===== config.mk =====
export PLATFORM = sky130hd
export DESIGN_NAME = memory_arbiter
export DESIGN_NICKNAME = d
export VERILOG_FILES = /design/src/rtl/cpu_types_pkg.sv /design/src/rtl/arb_starve_ctr.sv /design/src/rtl/memory_arbiter.sv
export SDC_FILE = /design/constraint.sdc
export NUM_CORES = 1
export LEC_CHECK = 0
export ABC_AREA = 1
export CAP_MARGIN = 30
export CORE_AREA = 2 2 102 104
export DETAILED_ROUTE_END_ITERATION = 12
export DIE_AREA = 0 0 104 106
export PLACE_DENSITY_LB_ADDON = 0.2
export SLEW_MARGIN = 0
export SYNTH_ARGS = -nofsm -noshare
export SYNTH_HDL_FRONTEND = slang
export SYNTH_SLANG_ARGS = --single-unit

===== constraint.sdc =====
create_clock -name CLK -period 2.15 [get_ports CLK]
set_input_delay 0.645 -clock CLK [delete_from_list [all_inputs] [get_ports CLK]]
set_output_delay 0.645 -clock CLK [all_outputs]
set_load 0.02 [all_outputs]

===== src/rtl/cpu_types_pkg.sv =====
// Shared CPU-side types: the RAM model's handshake state and the memory
// arbiter's grant state.
package cpu_types_pkg;

    typedef enum logic [1:0] {
        FREE   = 2'd0,
        BUSY   = 2'd1,
        ACCESS = 2'd2,
        ERROR  = 2'd3
    } ramstate_t;

    typedef enum logic [1:0] {
        IDLE    = 2'd0,
        GRANT_I = 2'd1,
        GRANT_D = 2'd2
    } arb_state_t;

endpackage


===== src/rtl/arb_starve_ctr.sv =====
// Counts consecutive data grants issued while a fetch waits and flags when the
// next arbitration must go to the fetch. STARVE_LIMIT of 0 never forces.
module arb_starve_ctr #(
    parameter int unsigned STARVE_LIMIT = 4
) (
    input  logic CLK,
    input  logic nRST,
    input  logic enter_d,
    input  logic enter_i,
    input  logic ireq,
    output logic forced
);

    localparam int unsigned W = (STARVE_LIMIT > 0) ? $clog2(STARVE_LIMIT + 1) : 1;
    localparam logic [W-1:0] LIMIT = W'(STARVE_LIMIT);

    logic [W-1:0] dstreak;

    // NOTE: sequential state uses non-blocking assignments so every flop
    // samples pre-edge values regardless of process ordering.
    always_ff @(posedge CLK or negedge nRST) begin
        if (!nRST) begin
            dstreak <= '0;
        end else if (enter_i) begin
            dstreak <= '0;
        end else if (enter_d && ireq && (dstreak != LIMIT)) begin
            dstreak <= dstreak + 1'b1;
        end
    end

    assign forced = (STARVE_LIMIT != 0) && (dstreak == LIMIT) && ireq;

endmodule


===== src/rtl/memory_arbiter.sv =====
// Shares the single RAM port between instruction fetch and data access, data
// first with bounded fetch starvation. Define MEM_ARB_PERF_EN for perf counters.
module memory_arbiter
    import cpu_types_pkg::*;
#(
    parameter int unsigned STARVE_LIMIT = 4
) (
    input  logic        CLK,
    input  logic        nRST,
    input  logic        iREN,
    input  logic [31:0] iaddr,
    output logic        iwait,
    output logic [31:0] iload,
    input  logic        dREN,
    input  logic        dWEN,
    input  logic [31:0] daddr,
    input  logic [31:0] dstore,
    output logic        dwait,
    output logic [31:0] dload,
    output logic        ramREN,
    output logic        ramWEN,
    output logic [31:0] ramaddr,
    output logic [31:0] ramstore,
    input  logic [31:0] ramload,
    input  ramstate_t   ramstate
`ifdef MEM_ARB_PERF_EN
    ,
    output logic [31:0] icount,
    output logic [31:0] dcount,
    output logic [31:0] conflict_cycles
`endif
);

    arb_state_t state, next_state;
    logic       dreq;
    logic       forced;
    logic       done;

    assign dreq = dREN || dWEN;
    // ERROR also ends the grant; the request is simply re-arbitrated.
    assign done = (ramstate == ACCESS) || (ramstate == ERROR);

    arb_starve_ctr #(.STARVE_LIMIT(STARVE_LIMIT)) u_starve (
        .CLK     (CLK),
        .nRST    (nRST),
        .enter_d ((state == IDLE) && (next_state == GRANT_D)),
        .enter_i ((state == IDLE) && (next_state == GRANT_I)),
        .ireq    (iREN),
        .forced  (forced)
    );

    always_ff @(posedge CLK or negedge nRST) begin
        if (!nRST) state <= IDLE;
        else       state <= next_state;
    end

    // NOTE: every signal driven here gets a default first, so no path through
    // the case leaves a value unassigned and no latch is inferred.
    always_comb begin
        next_state = state;
        ramREN     = 1'b0;
        ramWEN     = 1'b0;
        ramaddr    = '0;
        ramstore   = '0;
        iwait      = 1'b1;
        dwait      = 1'b1;
        unique case (state)
            IDLE: begin
                if (dreq && !forced) next_state = GRANT_D;
                else if (iREN)       next_state = GRANT_I;
            end
            GRANT_I: begin
                ramREN  = iREN;
                ramaddr = iaddr;
                iwait   = (ramstate != ACCESS);
                if (!iREN || done) next_state = IDLE;
            end
            GRANT_D: begin
                ramREN   = dREN;
                ramWEN   = dWEN;
                ramaddr  = daddr;
                ramstore = dstore;
                dwait    = (ramstate != ACCESS);
                if (!dreq || done) next_state = IDLE;
            end
            default: next_state = IDLE;
        endcase
    end

    assign iload = ramload;
    assign dload = ramload;

`ifdef MEM_ARB_PERF_EN
    always_ff @(posedge CLK or negedge nRST) begin
        if (!nRST) begin
            icount          <= '0;
            dcount          <= '0;
            conflict_cycles <= '0;
        end else begin
            if ((state == GRANT_I) && (ramstate == ACCESS)) icount <= icount + 32'd1;
            if ((state == GRANT_D) && (ramstate == ACCESS)) dcount <= dcount + 32'd1;
            if (iREN && dreq) conflict_cycles <= conflict_cycles + 32'd1;
        end
    end
`endif

endmodule


### Word-level counts from Yosys, hierarchy flattened

Cells that the tools add are included.

* logic and storage cells: 40
* flip-flop bits (word level): 5

* add/sub/neg operators: 1
* muxes and demuxes: 13
* reduce and logical (&&, ||, !) cells: 15
* eq/ne operators: 9

Operators with widths (number)
* $pmux W32 S2: 1
* $mux W32: 1
* $eq A2 B2 Y1 const B: 4
* $mux W2: 4
* $logic_and A1 B1 Y1: 6
* $mux W3: 2
* $pmux W2 S3: 1
* $eq A2 B1 Y1 const B: 2
* $logic_or A1 B1 Y1: 4
* $add A3 B1 Y3 const B: 1
* $eq A3 B3 Y1 const B: 1
* $logic_not A1 Y1: 3
* $mux W1: 3
* $ne A3 B3 Y1 const B: 1
* $logic_not A2 Y1: 1
* $ne A2 B2 Y1 const B: 1
* $pmux W1 S2: 1
* $reduce_bool A2 Y1: 1

### Logic depth before layout (Yosys ltp)

* depth after elaboration: 12
* mapped depth: 11

### Modules after synthesis

Synthesis repeated with hierarchy kept, for this count alone.

* cells, all modules: 313
* area, all modules: 1665.3 um^2

By module, submodules not included
* memory_arbiter: sequential area each 50.0 um^2, times used 1, cells an instance 285, area an instance 1461.4 um^2
* arb_starve_ctr: sequential area each 75.1 um^2, times used 1, cells an instance 28, area an instance 203.9 um^2

### Least setup slack after synthesis

OpenSTA, ideal clock, no wires.

* path type: reg-to-output
* start point: register state[0]
* end point: output ramaddr[11]
* cell stages (with the launch flop): 7
* required time: 1.505 ns
* path slack: 0.030 ns
* arrival time: 1.475 ns
* cell sequence: dfrtp_1 inv_1 ha_1 buf_2 buf_2 nand2_1 a21oi_1

* longest elaborated chain between the ends: 2
* elaborated cells between the ends (all ways): 3
* those cells by class: eq/ne (2); mux (1)

Ends and longest elaborated chain
* from (decl): RTL line memory_arbiter.sv:34 `arb_state_t state, next_state;`
* from (signal assigned): RTL line memory_arbiter.sv:54 `else state <= next_state;`
* $eq A2 B2 Y1 / $eq A2 B1 Y1 (equally long branches): RTL line memory_arbiter.sv:67 `unique case (state)`
* $pmux W32 S2 (*): RTL line memory_arbiter.sv:67
* to (decl): RTL line memory_arbiter.sv:22 `output logic [31:0] ramaddr,`

Every way passes the cells marked *; elsewhere a longest branch is shown, timed or not.

### Worst setup path in the final report

* start point: input daddr[23]
* end point: output ramaddr[23]

* longest elaborated chain between the ends: 1

Ends and longest elaborated chain
* from (decl): RTL line memory_arbiter.sv:16 `input logic [31:0] daddr,`
* $pmux W32 S2: RTL line memory_arbiter.sv:67

Every way passes these cells.

==> run_results.csv <==
group,metric,value,unit
critical_path,critPathKind,"in2out",
place,portBuffers,170,
power,ir_worst_vdd,0.0007579,V
synthesis,synth_flop_cell,"dfrtp_1",
synthesis,yosys-top-cells-area,"buf_4, nand2_1, inv_1, a21oi_1, dfrtp_1",
critical_path,ff2ff_setup_slack,0.32,ns
timing,worstMarginPinSlew,0.2483,ns
critical_path,endpoint,"ramaddr[23]",
clock_network,clock_path_buffers,2,
critical_path,r2r-start,"state[0]",
power,cellPowerDensity,1056,mW/mm^2
synthesis,async_reset_ff_frac,1.000,
timing,drv_slew,0,
clock_network,cts_tree,"yes",
synthesis,syn_avg_cell_area,5.468,sq um
synthesis,ys_warn_count,0,
place,hpwl,6478,microns
critical_path,end_kind,"output pin",
floorplan,row_count,37,
timing,slew_headroom,0.8340,
timing,finalCritPeriodShare,0.9851,
global_route,grtUsageTotal,0.1368,
floorplan,dieArea,0.01102,sq mm
synthesis,ys_seq_elements,5,
synthesis,synth_area_leader_cell,"buf_4",
power,power,3.702,mW
timing,fmax,472.2,MHz
global_route,grt_pass1_vias,2121,
timing,finalClockSkew,0.002262,ns
timing,hold_viol_final,0,
synthesis,synth_cell_types,18,
timing,setup_violations,0,
routing,postRouteAntennaNets,0,
clock_network,cts_sinks,5,
timing,hold_slack,0.5334,ns
routing,vias_per_cell,3.863,
layout,layout.nets,568,
critical_path,critical_path_required,1.50,ns
global_route,grt_max_degree,19,
timing,timing.setup.tns,0,ns
job,max_cap_violations,0,
critical_path,crit_fanout,1,
power,p_leak,1.767,nW
synthesis,synth-edff-count,0,
global_route,grt-ovfl-total,0,
layout,drive_gt1_frac,0.3732,
synthesis,syn-instance-count,305,
synthesis,syn-cell-area,0.001668,sq mm
global_route,grt_pass1_wl,12030,microns
clock_network,clockRootBuffer,"clkbuf_8",
floorplan,ios,267,
floorplan,core_area,0.01000,sq mm
synthesis,synth_top_cell_area_share,0.2926,
synthesis,yosysMostFrequentCell,"nand2_1",
floorplan,die_w,104,microns
global_route,antenna_found_initial,2,
synthesis,synth_seq_area_share,0.07502,
timing,period_needed,2.118,ns
critical_path,start_kind,"input port",
place,gp_congestion,0.8189,
synthesis,synth.top_cells.by_count,"nand2_1, buf_4, inv_1, a21oi_1, nand3_1",
synthesis,synth_nets,446,
routing,totalWireLength,8219,microns
routing,remaining_drc_errors,0,
critical_path,worstPathArrival,1.47,ns
critical_path,reg2reg_depth,11,
timing,rsz0062_at_grt,"yes",
run_status,status,"completed",
clock_network,cts_inserted_buffers,3,
routing,drt_iter0_drc,75,
min_path,hp-class,"reg2reg",
floorplan,die_h,106,microns
routing,vias,2175,
clock_network,clk_pin_slew,0.03,ns
clock_network,clk-insertion-delay-late,0.22,ns
layout,syn_to_final_growth,110.2,%
critical_path,critPathLaunch,"daddr[23]",
routing,wl_per_cell,14.60,microns
clock_network,cts.htree.levels,1,
floorplan,start_util,0.1668,
critical_path,r2r_end,"u_starve.dstreak[1]",
routing,first_pass_iters,4,
-- routing by layer --
layer | global-route usage | share of wire | wire length, microns
met5 | 0 | 0.0016 | 13
met4 | 0.02220 | 0.012 | 97
met3 | 0.05641 | 0.089 | 730
met2 | 0.2599 | 0.54 | 4422
met1 | 0.1429 | 0.36 | 2953
-- sequential cells by signal (all words and copies together), names as in the netlist --
name / count
u_starve.dstreak: 3
state: 2
-- worst max-delay path: stages --
cell,delay (ns)
clkdlybuf4s50_1,0.47
nand2_2,0.07
a21oi_4,0.16
buf_6,0.13
-- report_power, final --
part	switching, mW	internal (mW)	total (mW)
Clock	0.0440	0.127	0.171
Sequential	0.0345	0.133	0.167
Combinational	1.79	1.57	3.36
Total	1.87	1.83	3.70
-- through the flow --
stage / instances / worst slack, ns / util / instance area, sq um
after floorplan: 305 / 0.02963 / - / 1668
after global placement: 552 / -0.5141 / 0.3202 / 3202
after detailed placement: 552 / -0.5077 / 0.3202 / 3202
after CTS: 562 / -0.03793 / 0.3234 / 3234
after global routing: 563 / -0.06223 / 0.3506 / 3506
final: 563 / 0.03214 / 0.3506 / 3506
-- cell usage in the layout (no fill, tap or decap), drive strengths merged --
cell type	Yosys	layout
dlymetal6s2s	0	5
dfrtp	5	5
diode	0	1
ha	6	6
nor2	3	3
dlygate4sd2	0	1
clkdlybuf4s50	0	96
inv	48	48
clkbuf	5	5
buf	73	92
nand3	13	13
a21oi	37	37
xor2	1	1
nand2	114	114
-- cell families after synthesis --
kind of cell,count (synthesis),share of synthesized area
adder cells (fa/ha/maj),6,0.04501
flip-flops,5,0.07502
buffers and inverters,126,0.4321
XOR/XNOR,1,0.005252
AO/OA/AOI/OAI,37,0.1223
AND/OR/NAND/NOR,130,0.3203
-- repair_timing --
| item | CTS | global route |
|---|---|---|
| hold buffers | 0 | 0 |
| buffers inserted | 4 | 0 |
| resized for setup | 321 | 104 |
| pin swaps | 2 | 9 |
| cloned | 2 | 1 |
| setup endpoints to repair | 68 | 52 |
-- layout make-up --
type | count | area (sq um)
fill | 1114 | 6494
antenna | 1 | 2.502
sequential | 5 | 126.4
tap | 136 | 170.2
timing repair buffer | 195 | 1964
clock buffer | 4 | 45.04
multi-input combinational | 174 | 1012
inverter | 48 | 185.2
-- worst min-delay path by stage --
stage / endpoint / start / cells after the start
finish: u_starve.dstreak[1] / u_starve.dstreak[1] / 2
global route: u_starve.dstreak[0] / u_starve.dstreak[0] / 2
CTS: u_starve.dstreak[1] / u_starve.dstreak[1] / 2
detailed placement: u_starve.dstreak[1] / u_starve.dstreak[1] / 2
global placement: u_starve.dstreak[1] / u_starve.dstreak[1] / 2
floorplan: state[0] / nRST / 0
Note: power is estimated with default switching activity, not from simulation.
